**config.mk**
```make
export PLATFORM = sky130hd
export DESIGN_NAME = pmu_level_arbiter
export DESIGN_NICKNAME = d
export VERILOG_FILES = /design/src/rtl/pmu_pkg.sv /design/src/rtl/pmu_rr_arbiter.sv /design/src/rtl/pmu_level_arbiter.sv
export SDC_FILE = /design/constraint.sdc
export NUM_CORES = 1
export LEC_CHECK = 0
export ABC_AREA = 1
export CAP_MARGIN = 25
export CORE_ASPECT_RATIO = 0.6
export CORE_MARGIN = 4
export CORE_UTILIZATION = 40
export CTS_CLUSTER_DIAMETER = 80
export DETAILED_ROUTE_END_ITERATION = 8
export GPL_ROUTABILITY_DRIVEN = 1
export PLACE_DENSITY = 0.68
export SYNTH_ARGS = -nofsm -noshare
export SYNTH_HDL_FRONTEND = slang
export SYNTH_HIERARCHICAL = 1
export SYNTH_SLANG_ARGS = --single-unit
export TNS_END_PERCENT = 50
```
**constraint.sdc**
```tcl
create_clock -name clk -period 4.5 [get_ports clk]
set_input_delay 1.35 -clock clk [delete_from_list [all_inputs] [get_ports clk]]
set_output_delay 1.35 -clock clk [all_outputs]
set_load 0.03 [all_outputs]
```
**src/rtl/pmu_pkg.sv**
```systemverilog
// Shared definitions for the PMU level-change arbiter: FSM encoding and
// default level-code parameters.
package pmu_pkg;

    localparam int             LEVEL_W_DEF     = 3;
    localparam logic [2:0]     MAX_LEVEL_DEF   = 3'b111;
    localparam logic [2:0]     RESET_LEVEL_DEF = 3'b101;

    typedef enum logic [1:0] {
        ST_IDLE   = 2'd0,
        ST_ISSUE  = 2'd1,
        ST_SETTLE = 2'd2,
        ST_ACK    = 2'd3
    } pmu_state_e;

endpackage

```
**src/rtl/pmu_rr_arbiter.sv**
```systemverilog
// Round-robin grant: picks the first set request at or after the pointer,
// wrapping from N_REQ-1 back to 0.
module pmu_rr_arbiter #(
    parameter int N_REQ = 4,
    parameter int IDX_W = (N_REQ > 1) ? $clog2(N_REQ) : 1
) (
    input  logic [N_REQ-1:0] i_req,
    input  logic [IDX_W-1:0] i_ptr,
    output logic [N_REQ-1:0] o_grant,
    output logic [IDX_W-1:0] o_idx,
    output logic             o_any
);

    int               w_sum;
    logic [IDX_W-1:0] w_scan;

    // NOTE: every output of a combinational block gets a default first so no
    // path through the block leaves a value held, which would infer a latch.
    always_comb begin
        o_grant = '0;
        o_idx   = '0;
        o_any   = 1'b0;
        w_sum   = 0;
        w_scan  = '0;
        for (int k = 0; k < N_REQ; k++) begin
            w_sum = int'(i_ptr) + k;
            if (w_sum >= N_REQ) begin
                w_sum = w_sum - N_REQ;
            end
            w_scan = IDX_W'(w_sum);
            if (!o_any && i_req[w_scan]) begin
                o_any           = 1'b1;
                o_grant[w_scan] = 1'b1;
                o_idx           = w_scan;
            end
        end
    end

endmodule

```
**src/rtl/pmu_level_arbiter.sv**
```systemverilog
// Serialises level-change requests from several requesters onto the single
// change-level port of the power manager, waiting a settle time after each.
module pmu_level_arbiter
    import pmu_pkg::*;
#(
    parameter int                 N_REQ         = 4,
    parameter int                 LEVEL_W       = LEVEL_W_DEF,
    parameter logic [LEVEL_W-1:0] MAX_LEVEL     = LEVEL_W'(MAX_LEVEL_DEF),
    parameter logic [LEVEL_W-1:0] RESET_LEVEL   = LEVEL_W'(RESET_LEVEL_DEF),
    parameter int                 SETTLE_CYCLES = 16
) (
    input  logic                     clk,
    input  logic                     reset,
    input  logic [N_REQ-1:0]         req_valid,
    input  logic [N_REQ*LEVEL_W-1:0] req_level,
    output logic [N_REQ-1:0]         req_ack,
    output logic                     change_level_flag,
    output logic [LEVEL_W-1:0]       change_level,
    output logic [LEVEL_W-1:0]       current_level,
    output logic                     busy
);

    localparam int IDX_W = (N_REQ > 1) ? $clog2(N_REQ) : 1;
    localparam int CNT_W = (SETTLE_CYCLES > 1) ? $clog2(SETTLE_CYCLES) : 1;

    pmu_state_e         r_state;
    pmu_state_e         w_next_state;
    logic [IDX_W-1:0]   r_ptr;
    logic [N_REQ-1:0]   r_grant;
    logic [LEVEL_W-1:0] r_current_level;
    logic [CNT_W-1:0]   r_cnt;

    logic [N_REQ-1:0]   w_grant;
    logic [IDX_W-1:0]   w_idx;
    logic               w_any;
    logic [LEVEL_W-1:0] w_req_lvl;
    logic [LEVEL_W-1:0] w_clamped;

    pmu_rr_arbiter #(
        .N_REQ (N_REQ),
        .IDX_W (IDX_W)
    ) u_rr (
        .i_req   (req_valid),
        .i_ptr   (r_ptr),
        .o_grant (w_grant),
        .o_idx   (w_idx),
        .o_any   (w_any)
    );

    assign w_req_lvl = req_level[int'(w_idx)*LEVEL_W +: LEVEL_W];
    assign w_clamped = (w_req_lvl > MAX_LEVEL) ? MAX_LEVEL : w_req_lvl;

    always_comb begin
        w_next_state = r_state;
        unique case (r_state)
            ST_IDLE: begin
                if (w_any) begin
                    w_next_state = (w_clamped == r_current_level) ? ST_ACK : ST_ISSUE;
                end
            end
            ST_ISSUE:  w_next_state = ST_SETTLE;
            ST_SETTLE: begin
                if (r_cnt == '0) begin
                    w_next_state = ST_ACK;
                end
            end
            ST_ACK:    w_next_state = ST_IDLE;
            default:   w_next_state = ST_IDLE;
        endcase
    end

    // NOTE: sequential state uses non-blocking assignments so every register
    // samples pre-edge values, independent of statement order.
    always_ff @(posedge clk or negedge reset) begin
        if (!reset) begin
            r_state         <= ST_IDLE;
            r_ptr           <= '0;
            r_grant         <= '0;
            r_current_level <= RESET_LEVEL;
            r_cnt           <= '0;
        end else begin
            r_state <= w_next_state;
            if (r_state == ST_IDLE && w_any) begin
                r_grant <= w_grant;
                r_ptr   <= (w_idx == IDX_W'(N_REQ-1)) ? '0 : w_idx + IDX_W'(1);
                // The new level is visible during ISSUE, alongside the strobe.
                if (w_clamped != r_current_level) begin
                    r_current_level <= w_clamped;
                end
            end
            if (r_state == ST_ISSUE) begin
                r_cnt <= CNT_W'(SETTLE_CYCLES - 1);
            end else if (r_state == ST_SETTLE && r_cnt != '0) begin
                r_cnt <= r_cnt - CNT_W'(1);
            end
        end
    end

    assign req_ack           = (r_state == ST_ACK) ? r_grant : '0;
    assign change_level_flag = (r_state == ST_ISSUE);
    assign current_level     = r_current_level;
    assign change_level      = r_current_level;
    assign busy              = (r_state != ST_IDLE);

endmodule

```
* Word level (Yosys, flattened, before mapping)
Cells that the tools add are included.
Word-level totals: word-level logic and storage cells 100, register bits after elaboration 15
Operators by class: muxes and demuxes 41, shifts and indexed selects 1, add/subtract/negate cells 9, $mul 1, reduce and logical (&&, ||, !) cells 19, bitwise operators 3, equal/unequal tests 8, order comparisons 13
Operators by type and width (count):
- $mux W4 | 7
- $mux W2 | 12
- $lt A2 B3 Y1 const B | 4
- $mux W1 | 12
- $or A4 B4 Y4 | 3
- $shiftx A12 B5 Y3 | 1
- $ge A3 B3 Y1 const B | 3
- $logic_and A1 B1 Y1 | 9
- $bmux W1 S2 | 4
- $demux W1 S2 | 4
- $ge A2 B1 Y1 const B | 4
- $pmux W2 S4 | 1
- $sub A2 B1 Y2 const B | 4
- $add A2 B2 Y3 const B | 2
- $eq A2 B2 Y1 const B | 3
- $logic_not A4 Y1 | 1
- $mul A2 B2 Y4 const B | 1
- $ne A2 B2 Y1 const B | 2
- $reduce_and A2 Y1 | 2
- $reduce_bool A2 Y1 | 2
- $reduce_bool A4 Y1 | 1
- $sub A4 B1 Y4 const B | 1
- $add A2 B1 Y3 const B | 1
- $eq A3 B3 Y1 | 1
- 8 further kinds | 10

* Logic depth before layout (Yosys ltp)
Gate-level depths: netlist (run 1).
depth after elaboration 22, depth in mapped cells 20, mapped depth without buffers 18

* Hierarchy
The synthesis (run 1) kept the hierarchy.
By module, submodules not included:
- pmu_level_arbiter | instances 1, cells an instance 129, area each 1009.7 µm², sequential area each 377.9 µm²
- pmu_rr_arbiter | instances 1, cells an instance 74, area each 440.4 µm², sequential area each 0.0 µm²

* Worst setup path after synthesis (run 1)
Ideal clock, no wire load.
kind input port to flip-flop, start input port req_valid[3], end register r_state[1], cell stages on the path 17, setup slack 1.630 ns, arrival 2.753 ns, buffers on the path 1, data required time 4.384 ns, setup time 0.116 ns, cell sequence inv_1 > nand2_1 > nand3_4 > nand2_4 > nor2_1 > a21oi_1 > nand3_1 > buf_6 > inv_6 > nand2_2 > nand3_2 > nand3_1 > nand2_1 > nand3_2 > nand2_1 > nand2_1 > nand2_1
Between the ends: longest elaborated chain between the ends 20, elaborated cells between the ends (all ways) 32, classes of those cells 1 x mul; 1 x order compare; 2 x eq/ne; 1 x shift; 20 x mux; 7 x reduce/logical
Ends and longest elaborated chain:
- start: declaration | RTL line pmu_level_arbiter.sv:14 | input logic [N_REQ-1:0] req_valid,
- $bmux W1 S2 | RTL line pmu_rr_arbiter.sv:31 | if (!o_any && i_req[w_scan]) begin
- $mux W1 (not written as such) | RTL line pmu_rr_arbiter.sv:31
- $mux W1 | RTL line pmu_rr_arbiter.sv:31
- $logic_not A1 Y1 | RTL line pmu_rr_arbiter.sv:31
- $logic_and A1 B1 Y1 | RTL line pmu_rr_arbiter.sv:31
- $mux W1 | RTL line pmu_rr_arbiter.sv:31
- $logic_not A1 Y1 | RTL line pmu_rr_arbiter.sv:31
- $logic_and A1 B1 Y1 | RTL line pmu_rr_arbiter.sv:31
- (+4 left out)
- via w_idx[0] | RTL line pmu_level_arbiter.sv:34 | logic [IDX_W-1:0] w_idx;
- $mul A2 B2 Y4 (*) | RTL line pmu_level_arbiter.sv:50 | assign w_req_lvl = req_level[int'(w_idx)*LEVEL_W +: LEVEL_W];
- $shiftx A12 B5 Y3 (*) | RTL line pmu_level_arbiter.sv:50
- $gt A3 B3 Y1 | RTL line pmu_level_arbiter.sv:51 | assign w_clamped = (w_req_lvl > MAX_LEVEL) ? MAX_LEVEL : w_req_lvl;
- $mux W3 (*) | RTL line pmu_level_arbiter.sv:51
- $eq A3 B3 Y1 (*) | RTL line pmu_level_arbiter.sv:58 | w_next_state = (w_clamped == r_current_level) ? ST_ACK : ST_ISSUE;
- $mux W2 (*) | RTL line pmu_level_arbiter.sv:58
- $mux W2 (*) | RTL line pmu_level_arbiter.sv:57 | if (w_any) begin
- $pmux W2 S4 (*) | RTL line pmu_level_arbiter.sv:55 | unique case (r_state)
- end signal: assignment | RTL line pmu_level_arbiter.sv:82 | r_state <= w_next_state;
- end: declaration | RTL line pmu_level_arbiter.sv:26 | pmu_state_e r_state;
The timed path passes the listed nets; every way through them passes the cells marked *. The select of a mux whose other input is x is not followed. A chain may end at the register's enable or synchronous reset.

* Worst setup path in the final report (run 1)
start input port req_valid[3], end register r_current_level[0] (netlist: change_level[0])
Between the ends: longest elaborated chain between the ends 18, elaborated cells between the ends (all ways) 29, classes of those cells 1 x mul; 1 x order compare; 1 x eq/ne; 1 x shift; 17 x mux; 8 x reduce/logical
Ends and longest elaborated chain:
- $bmux W1 S2 | RTL line pmu_rr_arbiter.sv:31
- $mux W1 (not written as such) | RTL line pmu_rr_arbiter.sv:31
- $mux W1 | RTL line pmu_rr_arbiter.sv:31
- $logic_not A1 Y1 | RTL line pmu_rr_arbiter.sv:31
- $logic_and A1 B1 Y1 | RTL line pmu_rr_arbiter.sv:31
- $mux W1 | RTL line pmu_rr_arbiter.sv:31
- $logic_not A1 Y1 | RTL line pmu_rr_arbiter.sv:31
- $logic_and A1 B1 Y1 | RTL line pmu_rr_arbiter.sv:31
- (+3 left out)
- $mux W2 (*) | RTL line pmu_rr_arbiter.sv:31
- via w_idx[0] | RTL line pmu_level_arbiter.sv:34
- $mul A2 B2 Y4 (*) | RTL line pmu_level_arbiter.sv:50
- $shiftx A12 B5 Y3 (*) | RTL line pmu_level_arbiter.sv:50
- $gt A3 B3 Y1 | RTL line pmu_level_arbiter.sv:51
- $mux W3 (*) | RTL line pmu_level_arbiter.sv:51
- $ne A3 B3 Y1 | RTL line pmu_level_arbiter.sv:87 | if (w_clamped != r_current_level) begin
- $reduce_and A2 Y1 (no line)
- end signal: assignment | RTL line pmu_level_arbiter.sv:88 | r_current_level <= w_clamped;
- end: declaration | RTL line pmu_level_arbiter.sv:30 | logic [LEVEL_W-1:0] r_current_level;
Marks and branches as above.

==> results of run 1 <==
[layout make-up]
cell class	instances	area [um2]	share of cell area, %
multi-input cells	155	917	51.0
flip-flops and latches	15	378	21.0
clock buffers	3	41.3	2.30
inverters	28	110	6.12
well taps	45	56.3	3.13
repair buffers	29	290	16.1
clock inverters	1	5.00	0.278
[through the flow]
stage	instance area (um2)	setup WS, ns	instances
after floorplan	1450	1.63	203
after global placement	1750	0.780	272
after detailed placement	1750	0.783	272
after CTS	1800	1.03	276
after global routing	1800	0.830	276
final	1800	1.01	276
[critical path, stage by stage]
cell	delay, ns
clkdlybuf4s50_1	0.44
inv_1	0.06
nand2_1	0.09
nand3_4	0.15
nand2_4	0.08
nor2_1	0.33
a21oi_1	0.13
nand3_1	0.35
inv_6	0.08
nand2_2	0.08
nand3_2	0.07
nand2_2	0.08
nand2_1	0.05
nand2_1	0.07
nand3_2	0.10
nand2_1	0.07
nand2_1	0.05
nand2_1	0.06
[kinds of logic after synthesis]
family | share of synthesized area (%)
AND/OR/NAND/NOR | 42.7
buffers and inverters | 10.7
AO/OA/AOI/OAI | 10.2
flip-flops | 26.1
adder cells (fa/ha/maj) | 10.4
[cells in the mapped netlist (all sizes together)]
library cell	instances	area share, %
nand2	75	23
nor2	7	2.5
o31ai	2	2.0
nand4	7	3.0
nand3b	2	1.0
ha	12	10
buf	5	3.1
dfstp	2	3.6
a21oi	10	3.5
dfrtp	13	22
inv	28	7.6
nand3	28	13
o21ai	7	2.7
nor3	1	0.34
a21boi	4	2.1
[per-layer routing]
metal  vias to the layer above  global-route usage [%]  wire length (um)
li1                        709                       -                 -
met1                       590                    24.6              1820
met2                        56                    21.6              1210
met3                         4                    3.76               262
met4                         0                    2.37                15
met5                         -                       0                 0
[state kept, by name (all words and copies together), names as in the netlist]
register and count:
r_grant 4, r_ptr 2, r_cnt 4, r_state 2, change_level 3
[path summary, 6_finish.rpt]
| kind | to | slack, ns | cells after the start |
|---|---|---|---|
| setup / recovery | change_level[0] | 1.01 | 18 |
| hold / removal | r_grant[2] | 0.49 | 2 |
| setup reg to reg | change_level[0] | 1.57 | 18 |
| hold reg to reg | r_grant[2] | 0.49 | 2 |
| max in group asynchronous | change_level[1] | 2.53 | 1 |
| min in group asynchronous | r_cnt[0] | 1.52 | 1 |
==> run summary, run 1 <==
clock latency on the worst-skew pair: 0.25 ns
Post-Syn Instances: 203
minimum clock period: 3.49 ns
final core occ: 53.5%
r2r startpoint: r_ptr[0]
first-pass GRT wire length: 5710 um
CP Capture Type: flip-flop
cts repair resizes: 0
DIE HEIGHT: 54.6 um
Worst-Margin Slew: 0.716 ns
Mapped Nets: 233
share of layout cells above drive strength 1: 17.3%
DRT iter0 DRCs: 88
HPWL Detailed: 2710 um
Layout area overhead: 24.0%
total number of vias: 1,359
n_diodes: 0
fmax: 287 MHz
DRT Wirelength: 3300 um
hold_ws: 0.493 ns
Relative slew margins: 52.1%
clock buffer depth: 2
CTS tree: yes
clk_skew: 0.00221 ns
Syn. warnings: 6
endpoints failing setup: 0
number of H-tree levels: 1
DRC: 0
WP data arrival: 3.69 ns
IO Port Bufs: 29
most frequent cells in the layout: nand2_1 (59), clkdlybuf4s50_1 (29), inv_1 (23)
clock-pin slew on the worst setup and hold paths: 0.07 ns
flops & latches, synth: 15
worst endpoint required time: 4.70 ns
GR Overflow Total: 0
Placement Rows: 16
1st-pass router iterations: 4
largest net degree at the start of global routing: 16
max-cap violations: 0
DIE WIDTH: 85.7 um
Layout fillers: 326
GPL Wtd Cong: 0.923
Hold Path Class: flip-flop to flip-flop
Antenna Nets Post-Route: 0
CP Max Fanout: 9
synth unique cells: 27
crit path launch: req_valid[3]
Nets: 262
total CTS buffers: 3
CTS root buf: clkbuf_8
critical path class: input pin to flip-flop
Starting Density: 43.1%
overall routing resource usage: 15.7%
final period utilization: 77.5%
CP Launch Type: input pin
final setup TNS: 0 ns
status: finished clean
I/O pin cnt: 30
RSZ-0062 raised after global routing: false
antenna violations before repair: 0
CORE AREA: 3360 um2
commonest non-fill, non-tap cell in the layout: nand2_1
Mean Syn Cell Area: 7.14 um2
final hold vios: 0
hold_sp: r_grant[2]
CTS Hold Bufs: 0
sequential fraction of the synthesis area: 26.1%
Sink Count: 15
routed length per instance: 12.0 um
Syn Std Cell Area: 1450 um2
Via density: 4.92
Total Die Area: 4680 um2
vias in the first global route: 1,238
Post-CTS Setup Bufs: 0
Slew Limit Fails: 0
Power of run 1 is left out: the tool's default activity adds up to more than one toggle a clock period on the data nets, which glitch-free logic cannot reach.
==> run 2: changes to the inputs <==
==> constraint.sdc (replaced) <==
create_clock -name clk -period 3.55 [get_ports clk]
set_input_delay 1.065 -clock clk [delete_from_list [all_inputs] [get_ports clk]]
set_output_delay 1.065 -clock clk [all_outputs]
set_load 0.03 [all_outputs]
==> run 2 against run 1 <==
Clock-buffer cell count increased by 1. Final area up 0.77%. Final cell count rose by 0.72%. Utilization increased by 0.41 points. Register-to-register slack worse by 0.99 ns. Flip-flop and latch count stayed put. Highest routed layer unchanged.
==> run summary, run 2 (synthesis results as in run 1) <==
status: finished clean (unchanged)
first-pass GRT wire length: 5460 um (was 5710 um)
most frequent cells in the layout: nand2_1 (59), clkdlybuf4s50_1 (29), inv_1 (23) (unchanged)
Via density: 4.87 (was 4.92)
Starting Density: 43.1% (unchanged)
endpoints failing setup: 0 (unchanged)
Placement Rows: 16 (unchanged)
CP Launch Type: input pin (unchanged)
Antenna Nets Post-Route: 0 (unchanged)
total CTS buffers: 3 (unchanged)
clk_skew: 0.00621 ns (was 0.00221 ns)
CORE AREA: 3360 um2 (unchanged)
Hold Path Class: flip-flop to flip-flop (unchanged)
Slew Limit Fails: 0 (unchanged)
setup slack at placement: 0.0813 ns (was 0.783 ns)
clock latency on the worst-skew pair: 0.25 ns (about the same)
Layout area overhead: 24.9% (was 24.0%)
placed cells: 274 (was 272)
Cells on Worst Hold Path: 2 (unchanged)
max-cap violations: 0 (unchanged)
DRC: 0 (unchanged)
critical path class: input pin to flip-flop (unchanged)
setup ws final: 0.330 ns (was 1.01 ns)
DRT Wirelength: 3190 um (was 3300 um)
CP Capture Type: flip-flop (unchanged)
final setup TNS: 0 ns (unchanged)
Sink Count: 15 (unchanged)
I/O pin cnt: 30 (unchanged)
WP data arrival: 3.37 ns (was 3.69 ns)
DIE WIDTH: 85.7 um (unchanged)
Reg2Reg Depth: 17 (was 18)
antenna violations before repair: 0 (unchanged)
Relative slew margins: 55.1% (was 52.1%)
GR Overflow Total: 0 (unchanged)
vias in the first global route: 1,158 (was 1,238)
commonest non-fill, non-tap cell in the layout: nand2_1 (unchanged)
final core occ: 53.9% (was 53.5%)
overall routing resource usage: 15.0% (was 15.7%)
HPWL Detailed: 2650 um (was 2710 um)
total number of vias: 1,355 (was 1,359)
cts repair resizes: 0 (unchanged)
share of layout cells above drive strength 1: 17.6% (was 17.3%)
Nets: 264 (was 262)
1st-pass router iterations: 4 (unchanged)
IO Port Bufs: 29 (unchanged)
Post-CTS Setup Bufs: 0 (unchanged)
CTS Hold Bufs: 0 (unchanged)
number of H-tree levels: 1 (unchanged)
fmax: 311 MHz
Cell Count, Final, Fillers Out: 278 (was 276)
DRT iter0 DRCs: 112 (was 88)
n_diodes: 0 (unchanged)
DIE HEIGHT: 54.6 um (unchanged)
CP Max Fanout: 9 (unchanged)
final hold vios: 0 (unchanged)
Total Die Area: 4680 um2 (unchanged)
CTS tree: yes (unchanged)
CTS root buf: clkbuf_8 (unchanged)
routed length per instance: 11.5 um (was 12.0 um)
minimum clock period: 3.22 ns
Layout fillers: 309 (was 326)
largest net degree at the start of global routing: 16 (unchanged)
final period utilization: 90.7%
clock-pin slew on the worst setup and hold paths: 0.06 ns (was 0.07 ns)
RSZ-0062 raised after global routing: false (unchanged)
GPL Wtd Cong: 0.931 (was 0.923)
worst endpoint required time: 3.70 ns (was 4.70 ns)
clock buffer depth: 2 (unchanged)
Worst-Margin Slew: 0.672 ns (was 0.716 ns)
## run 2: final timing paths
kind / from / slack (ns) / to
setup reg to reg: r_ptr[0] / 0.58 / r_state[1]
hold reg to reg: r_grant[2] / 0.48 / r_grant[2]
min in group asynchronous: reset / 1.22 / r_ptr[0]
setup / recovery: req_valid[3] / 0.33 / r_state[1]
max in group asynchronous: reset / 1.89 / change_level[1]
hold / removal: r_grant[2] / 0.48 / r_grant[2]
## run 2: final cells by class
class | count | area, um2 | area share (%)
multi-input cells | 155 | 917 | 50.6
repair buffers | 31 | 305 | 16.9
clock buffers | 4 | 45.0 | 2.49
well taps | 45 | 56.3 | 3.11
inverters | 28 | 110 | 6.08
flip-flops and latches | 15 | 378 | 20.9
## run 2: worst max-delay path, stage by stage
cell and delay (ns):
clkdlybuf4s50_1 0.43, inv_1 0.07, nand2_1 0.09, nand3_4 0.15, nand2_4 0.08, nor2_1 0.33, a21oi_1 0.13, nand3_1 0.36
nand2_1 0.14, nand3_2 0.11, nand2_1 0.08, nand2_1 0.06, nand2_1 0.06, nand3_2 0.07, nand2_1 0.05, nand2_1 0.05
nand2_1 0.04
## run 2: layer usage
metal	wire [um]	global-route usage (%)	up-vias
met1	1830	23.8	586
met4	21	3.16	0
met5	0	0	-
li1	-	-	721
met2	1120	18.9	44
met3	218	4.21	4
## run 2: per-stage QoR
stage               hold WS, ns  area (um2)
global route              0.521        1810
CTS                       0.485        1810
finish                    0.477        1810
detailed placement        0.469        1770
floorplan                 0.449        1450
global placement          0.471        1770
Power of run 2 is left out for the same reason.
==> run 3: changes to the inputs <==
--- a/config.mk
+++ b/config.mk
@@ -6,7 +6,6 @@
 export NUM_CORES = 1
 export LEC_CHECK = 0
 export ABC_AREA = 1
-export CAP_MARGIN = 25
 export CORE_ASPECT_RATIO = 0.6
 export CORE_MARGIN = 4
 export CORE_UTILIZATION = 40
==> results of run 3 <==
Final layout, timing and power as in run 2 (identical DEF).
Power of run 3 is left out for the same reason.
